File: src/rtl/input_request_unit.sv
// Switch-input responder for the IN instruction: stalls the PC until a
// debounced enter press, then returns the switch value with a one-cycle strobe.
module input_request_unit #(
   parameter int DEBOUNCE_CYCLES = 50000,
   parameter int DATA_WIDTH      = 16,
   parameter int CNT_WIDTH       = 16
) (
   input  logic                  clock,
   input  logic                  n_reset,
   input  logic                  cu_inSignal,
   input  logic [DATA_WIDTH-1:0] switches,
   input  logic                  button,
   output logic [DATA_WIDTH-1:0] data_out,
   output logic                  data_valid,
   output logic                  stall,
   output logic                  waiting
);

   typedef enum logic [2:0] {
      IDLE,
      ARM,
      WAIT_PRESS,
      DEBOUNCE,
      CAPTURE,
      DONE
   } state_t;

   localparam logic [CNT_WIDTH-1:0] CNT_MAX = CNT_WIDTH'(DEBOUNCE_CYCLES - 1);

   state_t               state;
   logic [CNT_WIDTH-1:0] cnt;
   logic                 btn_meta;
   logic                 btn_s;

   // NOTE: sequential state uses non-blocking assignments so every flop
   // samples pre-edge values regardless of statement order.
   always_ff @(posedge clock or negedge n_reset) begin
      if (!n_reset) begin
         btn_meta <= 1'b0;
         btn_s    <= 1'b0;
      end else begin
         btn_meta <= button;
         btn_s    <= btn_meta;
      end
   end

   always_ff @(posedge clock or negedge n_reset) begin
      if (!n_reset) begin
         state      <= IDLE;
         cnt        <= '0;
         data_out   <= '0;
         data_valid <= 1'b0;
      end else begin
         data_valid <= 1'b0;
         case (state)
            IDLE: begin
               if (cu_inSignal) state <= ARM;
            end
            ARM: begin
               if (!cu_inSignal) state <= IDLE;
               else if (!btn_s)  state <= WAIT_PRESS;
            end
            WAIT_PRESS: begin
               if (!cu_inSignal) begin
                  state <= IDLE;
               end else if (btn_s) begin
                  state <= DEBOUNCE;
                  cnt   <= '0;
               end
            end
            DEBOUNCE: begin
               // A completed run is committed even if the request drops now.
               if (btn_s && cnt == CNT_MAX) begin
                  state <= CAPTURE;
               end else if (!cu_inSignal) begin
                  state <= IDLE;
                  cnt   <= '0;
               end else if (!btn_s) begin
                  state <= WAIT_PRESS;
                  cnt   <= '0;
               end else if (cnt != CNT_MAX) begin
                  cnt <= cnt + 1'b1;
               end
            end
            CAPTURE: begin
               data_out   <= switches;
               data_valid <= 1'b1;
               state      <= DONE;
            end
            DONE: begin
               if (!cu_inSignal) state <= IDLE;
            end
            default: state <= IDLE;
         endcase
      end
   end

   // NOTE: every output of this block gets a default first so no latch is inferred.
   always_comb begin
      stall   = 1'b0;
      waiting = 1'b0;
      // Gated by n_reset so a held request cannot assert stall while in reset.
      if (n_reset && cu_inSignal && state != DONE) stall = 1'b1;
      if (state == ARM || state == WAIT_PRESS || state == DEBOUNCE) waiting = 1'b1;
   end

endmodule

File: config.mk
export PLATFORM = sky130hd
export DESIGN_NAME = input_request_unit
export DESIGN_NICKNAME = d
export VERILOG_FILES = /design/src/rtl/input_request_unit.sv
export SDC_FILE = /design/constraint.sdc
export NUM_CORES = 1
export LEC_CHECK = 0
export CELL_PAD_IN_SITES_DETAIL_PLACEMENT = 0
export CELL_PAD_IN_SITES_GLOBAL_PLACEMENT = 2
export CORE_MARGIN = 4
export CORE_UTILIZATION = 33
export CTS_BUF_LIST = sky130_fd_sc_hd__clkbuf_4 sky130_fd_sc_hd__clkbuf_8
export DETAILED_ROUTE_END_ITERATION = 8
export GPL_ROUTABILITY_DRIVEN = 0
export PLACE_DENSITY_LB_ADDON = 0.1
export SYNTH_ARGS = -nofsm -noshare
export SYNTH_HDL_FRONTEND = slang
export SYNTH_SLANG_ARGS = --single-unit
File: constraint.sdc
create_clock -name clock -period 2.4 [get_ports clock]
set_input_delay 0.6 -clock clock [delete_from_list [all_inputs] [get_ports clock]]
set_output_delay 0.6 -clock clock [all_outputs]
set_load 0.1 [all_outputs]
==> flow_summary.ini <==
[outcome]
status = complete, no violations

[global_routing]
groute.usage.overall = 0.141
grt_overflow = 0
first_global_vias = 1467
antenna_found_initial = 0
grt_max_degree = 39
grt_pass1_wl_um = 7170

[clock_network]
postCtsSetupBuffers = 0
cts_buffers = 5
cts.htree.levels = 2
clk_latency_ps = 290
clkTransAtPathRegs_ps = 70
postCtsHoldBufs = 0
ctsResizeCount = 0
cts_tree = yes
cts_sinks = 38
cts_buffer_depth = 2
clock-root-buffer = clkbuf_8

[layout]
drive_gt1_frac = 0.264
fill_cells = 503
regArea_um2 = 951
area_growth_pct = 30.6
fin_nets = 232
multi_input_area_um2 = 825
diodes = 0

[worst_setup_path]
r2r-start = cnt[3]
cp_max_fo = 6
worstReg2RegEnd = cnt[15]
worstSetupPathType = input pin to output pin
required_ps = 1800
critPathCaptureType = output pin
arrival_ps = 1610
rr_worst_depth = 4
reg2reg_slack_ps = 520
critPathLaunchType = input pin

[routing]
wl_per_cell_um = 15.5
drt_iter0_drc = 61
drc_errors = 0
routed_wl_um = 4360
vias = 1505
vias_per_cell = 5.34
firstDrtPassIters = 4
ant_nets = 0

[floorplan]
initial_utilization = 0.348
die_w_um = 82.1
die_y_um = 82.1
die_area_mm2 = 0.00674
ios = 39
fp.coreArea_mm2 = 0.00520
rows = 26

[sta]
drv_slew = 0
period_share = 0.920
slew_headroom = 0.679
fmax_mhz = 453
tightest_slew_ps = 482
setup_viol = 0
skew_ps = 10.3
setup_tns_ps = 0
min_period_ps = 2210
final_hold_viol_count = 0
rsz0062_at_grt = false
holdWs_ps = 366

[synthesis]
synth-seq-cells = 38
yosysMostFrequentCell = dfrtp_1
synth_edf_count = 0
synthTopCellsByArea = dfrtp_1 (52%), mux2_2 (9.9%), a31oi_1 (6.2%)
async_reset_ff_frac = 1.00
syn_nets = 188
syn_area_mm2 = 0.00181
yosysWarnings = 0
synth_cells = 167
synth_top_area_frac = 0.524
synth-main-ff-cell = dfrtp_1
synth.avg_cell_area_um2 = 10.9
ys_top_cells_by_count = dfrtp_1 (38), a31oi_1 (18), mux2_2 (16)
seq_area_frac_synth = 0.524
yosys.cell_types.count = 37
yosysTopAreaCell = dfrtp_1

[place]
dpl.hpwl_um = 3090
io_buffers = 38

[worst_hold_path]
worstHoldEndpoint = btn_s
worstHoldStart = btn_meta
hold_path_depth = 0
hold_class = register to register

[job]
maxCapViolations = 0

[power_and_ir_drop]
leakage_uw = 0.00100
ir_drop_mv = 0.489
p_per_area_mw_per_mm2 = 975
[area by class of cell]
cell class              count  area share
flip-flops and latches     38       0.402
repair buffers             43       0.165
clock buffers               7      0.0381
inverters                   5     0.00793
multi-input cells         118       0.348
well taps                  70      0.0370
clock inverters             1     0.00211
[worst max-delay path, stage by stage]
cell,delay [ps]
clkdlybuf4s50_1,570
nand2_1,90
a21oi_2,160
buf_12,190
[layout by cell type (no fill, tap or decap), types with 2 or more instances in the layout]
cell / count
a211o_1: 2
a21oi_1: 4
a21oi_2: 2
a31oi_1: 18
and3_1: 2
and4b_1: 2
buf_12: 2
buf_4: 22
clkbuf_8: 6
clkdlybuf4s50_1: 18
dfrtp_1: 38
inv_1: 5
mux2_2: 16
mux2i_1: 2
nand2_1: 11
nand2b_1: 8
nand3_1: 6
nand4_1: 4
nor2_1: 5
nor3_1: 4
nor4_1: 2
nor4b_1: 2
o211ai_1: 2
o21ai_0: 8
or3_1: 3
[per-layer routing]
layer  track usage  up-vias  part of all wire
li1              -      719                 -
met1         0.182      726              0.46
met5             0        -                 0
met3        0.0358        8             0.061
met4        0.0465        0             0.013
met2         0.231       52              0.47
[cells by family (layout without fill, tap and decap cells)]
logic type / Yosys count / after routing / share of synthesized area
adders and majority gates: 1 / 1 / 0.00690
muxes: 18 / 18 / 0.110
DFF: 38 / 38 / 0.524
AOI/OAI and AO/OA: 41 / 41 / 0.143
buffers and inverters: 11 / 56 / 0.0248
and+or+nand+nor: 58 / 58 / 0.190
[power by group]
part | total, uW | internal (uW) | switching (uW)
logic | 1020 | 238 | 781
registers | 831 | 750 | 80.8
clock network | 458 | 243 | 215
[state kept, by name (all words and copies together) (netlist names)]
register,cells
btn_s,1
data_valid,1
state,3
data_out,16
cnt,16
btn_meta,1
[worst max-delay path by stage]
stage                startpoint  endpoint  slack (ps)  cells past startpoint
floorplan               n_reset     stall         320                      2
global placement    cu_inSignal     stall         220                      4
detailed placement  cu_inSignal     stall         200                      4
CTS                 cu_inSignal     stall         190                      4
global route        cu_inSignal     stall         160                      4
finish              cu_inSignal     stall         190                      4
[stage by stage]
stage	instance area [um^2]	instances	power, uW	utilization	setup slack [ps]
after floorplan	1820	167	1620	-	322
after global placement	2270	274	1860	0.437	219
after detailed placement	2270	274	1870	0.437	196
after CTS	2370	282	2340	0.455	186
after global routing	2370	282	2410	0.455	156
final	2370	282	2310	0.455	192
No activity file was read; power rests on OpenSTA's default activity.
==> variant 1 (same settings) <==
Re-encode `state_t` (6 states) as one-hot, 6 bits wide.
--- a/src/rtl/input_request_unit.sv
+++ b/src/rtl/input_request_unit.sv
@@ -16,13 +16,13 @@
    output logic                  waiting
 );
 
-   typedef enum logic [2:0] {
-      IDLE,
-      ARM,
-      WAIT_PRESS,
-      DEBOUNCE,
-      CAPTURE,
-      DONE
+   typedef enum logic [5:0] {
+      IDLE       = 6'b000001,
+      ARM        = 6'b000010,
+      WAIT_PRESS = 6'b000100,
+      DEBOUNCE   = 6'b001000,
+      CAPTURE    = 6'b010000,
+      DONE       = 6'b100000
    } state_t;
 
    localparam logic [CNT_WIDTH-1:0] CNT_MAX = CNT_WIDTH'(DEBOUNCE_CYCLES - 1);
Function: no difference found for any inputs over 10 cycles, from zero or initial values and one cycle with n_reset low; not proved beyond that.
==> variant 1 against the unedited design <==
Global-route usage grew 0.54 points. Sequential cell count increased by 3. Critical path depth increased by 1. Design area up 13%. Register-to-register slack got worse by 370 ps. Area after synthesis up 13%. Clock skew down 1.2 ps. Maximum frequency shrank 2.6%. Highest routed layer unchanged. Via count rose by 18%. Setup slack lost 59 ps. Wire length up 19%.
Power is not compared: it rests on default switching activity, and its combinational part moved more than twofold at a synthesized area within 25%.
==> variant 1: results (changes against the unedited design) <==
outcome completed; DR iter-0 viols 77 (+26%); share of the yosys chip area belonging to registers 50.09% (-2.4 points); R2R depth 5 (+1); Largest regs cnt: 16 flops, data_out: 16 flops, state: 6 flops; Synth top cells by count nand2_1, dfrtp_1, o21ai_0, a21oi_1, nor2_1; R2R Setup Slk 150 ps (-370 ps); Clock Skews 9.111 ps (-1.231 ps); Slew @ Worst Pin 541.6 ps (+60.11 ps); drt wl/cell 14.92 um (-3.5%); layout cell share with drive strength beyond 1 18.75% (-7.7 points); largest cells by area after synthesis dfrtp_1, nand2_1, o21ai_0; largest net degree at the start of global routing 42 (+7.7%); worst min path class register to register; Synth cell types 49 (+32%); RR Endpoint cnt[6]$_DFFE_PN0P_; GRT Total Usage 14.64% (+0.54 points); Peak supply drop 0.0002810 V; first-pass GRT wire length 8.687 mm (+21%); Net Count, Synth 247 (+31%); nets 292 (+26%); CTS Buf Count 5 (unchanged); Detail Placement HPWL 3.671 mm (+19%); reg2reg start state[5]$_DFFE_PN0P_; CP arrival 1670 ps (+60 ps); crit-path max FO 5 (-1); Net Sw Frac 25.34%; vias per inst 5.118 (-4.1%)
[variant 1: routing by layer]
layer	routed length (um)	up-vias	track usage (%)	part of all wire [%]
met5	0	-	0	0
met4	51	0	4.533	0.99
met3	251	4	3.707	4.8
met2	2301	39	21.60	44
met1	2572	835	20.98	50
li1	-	898	-	-
[variant 1: kinds of logic (layout without fill, tap and decap cells)]
group	count (synthesis)	count (layout)	share of synthesized area [%]
buf+inv	15	61	3.538
mux	1	1	0.4881
compound gates	52	52	17.02
simple gates	114	114	27.40
xor+xnor	2	2	0.8543
flops	41	41	50.09
fa+ha+maj	1	1	0.6100
[variant 1: power groups by stage]
stage	registers [mW]	clock network [mW]	logic (mW)
final	0.733	0.590	0.221
after global routing	0.737	0.634	0.242
after CTS	0.733	0.609	0.224
after detailed placement	0.747	0	0.224
after global placement	0.748	0	0.227
after floorplan	0.726	0	0.173
[variant 1: what timing repair did]
item / in CTS / in global routing
resized for setup: 0 / 1
setup endpoints to repair: 0 / 1
setup buffers: 0 / 0
[variant 1: stage by stage]
stage | std cells | instance area [sq um] | hold WS [ps] | setup slack [ps] | power, mW
after floorplan | 226 | 2068 | 304.4 | -43.62 | 0.8991
final | 347 | 2666 | 353.4 | 133.6 | 1.544
after detailed placement | 339 | 2544 | 334.7 | 124.6 | 0.9710
after global routing | 347 | 2666 | 377.2 | 13.18 | 1.613
after CTS | 347 | 2664 | 354.9 | 87.46 | 1.567
after global placement | 339 | 2544 | 332.9 | 193.0 | 0.9753
[variant 1: critical path, stage by stage, from the launching register on]
cell	delay, ps
dfrtp_1	450
inv_1	90
nor4_1	340
and2_1	260
nor2_2	80
buf_12	160
[variant 1: cell type report]
class | instances | area, sq um
Fill cell | 614 | 3324
Clock buffer | 6 | 82.58
Clock inverter | 2 | 37.54
Tap cell | 75 | 93.84
Timing Repair Buffer | 50 | 442.9
Multi-Input combinational cell | 170 | 970.9
Inverter | 3 | 11.26
Sequential cell | 41 | 1027
[variant 1: worst max path at each step]
stage,to,startpoint,slack (ps)
floorplan,waiting,state[2]$_DFFE_PN0P_,-40
CTS,cnt[7]$_DFFE_PN0P_,state[5]$_DFFE_PN0P_,90
detailed placement,cnt[7]$_DFFE_PN0P_,state[5]$_DFFE_PN0P_,120
finish,stall,state[5]$_DFFE_PN0P_,130
global route,stall,state[5]$_DFFE_PN0P_,10
global placement,cnt[6]$_DFFE_PN0P_,state[5]$_DFFE_PN0P_,190
==> variant 2 (config.mk and constraints unchanged) <==
Made on the original files. Set the parameter `DATA_WIDTH` to 14 (it was 16).
--- a/src/rtl/input_request_unit.sv
+++ b/src/rtl/input_request_unit.sv
@@ -2,7 +2,7 @@
 // debounced enter press, then returns the switch value with a one-cycle strobe.
 module input_request_unit #(
    parameter int DEBOUNCE_CYCLES = 50000,
-   parameter int DATA_WIDTH      = 16,
+   parameter int DATA_WIDTH      = 14,
    parameter int CNT_WIDTH       = 16
 ) (
    input  logic                  clock,
Ports: changed (resized data_out and switches); port bits go from 39 to 35. The function was not compared with the original's and may differ.
==> variant 2 against the unedited design <==
Maximum frequency is 0.56% lower. Clock power fell by 3%. Total power down 9.9%. Via count down 1.1%. Design area down 4.8%. Setup slack got worse by 12 ps. Largest power group unchanged. Non-clock buffer count decreased by 1. Wire length decreased by 5.6%. Die area shrank 4.0%. Area after synthesis is 4.4% lower. Count of clock-buffer cells in the layout fell by 1. Sequential cell count decreased by 2.
==> variant 2: results (changes against the unedited design) <==
crit-path max FO 5 (-1); WL met3 272 um (+1.9%); Clock-cell share 4.107% (+0.090 points); Layout Cells excl Fill 277 (-1.8%); outcome completed; share of the yosys chip area belonging to registers 51.99% (-0.46 points); GR Util met1 17.18% (-0.99 points); wl on met1 1.820 mm (-8.4%); Clock Skews 3.212 ps (-7.130 ps); largest stage delay on the critical path 540 ps (-30 ps); count of plain and timing-repair buffers 42 (-2.3%); overall power 2.079 mW (-9.9%); Placed Area 0.002162 sq mm (-4.8%); Seq/total area 39.96% (-0.21 points); Adder-Cell Fraction of Synth Area 0.7220% (+0.032 points); vias in the first global route 1497 (+2.0%); layout cell share with drive strength beyond 1 25.60% (-0.81 points); Net Sw Frac 45.70% (-0.95 points); Core Util, Final 44.15% (-1.3 points); fraction of area in multi-input gates 34.46% (-0.37 points); met2 wire length 1.977 mm (-3.6%); Net Count, Synth 183 (-2.7%); Largest regs cnt: 16 flops, data_out: 14 flops, state: 3 flops; clk_buf instances 6 (-1); DR iter-0 viols 73 (+20%); nets 225 (-3.0%); M2 GR Usage 22.85% (-0.25 points); first-pass GRT wire length 7.113 mm (-0.78%); number of synthesized register bits 36 (-5.3%); Slew @ Worst Pin 453.2 ps (-28.31 ps); Multi-Input Combinational 116 (-1.7%); Placed Cells 269 (-1.8%); IO Port Bufs 34 (-11%); total sequential power 0.781 mW (-6.0%); Synth Area in Compound Gates 15.52% (+1.2 points)
## variant 2: path summary, 6_finish.rpt
path | cells after the start | startpoint | slack, ps | to
worst max register to register | 6 | cnt[1]$_DFFE_PN0P_ | 530 | cnt[10]$_DFFE_PN0P_
max in group asynchronous | 2 | n_reset | 1690 | cnt[3]$_DFFE_PN0P_
worst min-delay path | 0 | btn_meta$_DFF_PN0_ | 350 | btn_s$_DFF_PN0_
min in group asynchronous | 2 | n_reset | 380 | cnt[13]$_DFFE_PN0P_
worst min register to register | 0 | btn_meta$_DFF_PN0_ | 350 | btn_s$_DFF_PN0_
worst max-delay path | 4 | cu_inSignal | 180 | stall
## variant 2: cell families (layout without fill, tap and decap cells)
group / count (synthesis) / count (layout)
AOI/OAI and AO/OA: 41 / 41
buffers and inverters: 12 / 55
and+or+nand+nor: 58 / 58
muxes: 16 / 16
adders and majority gates: 1 / 1
DFF: 36 / 36
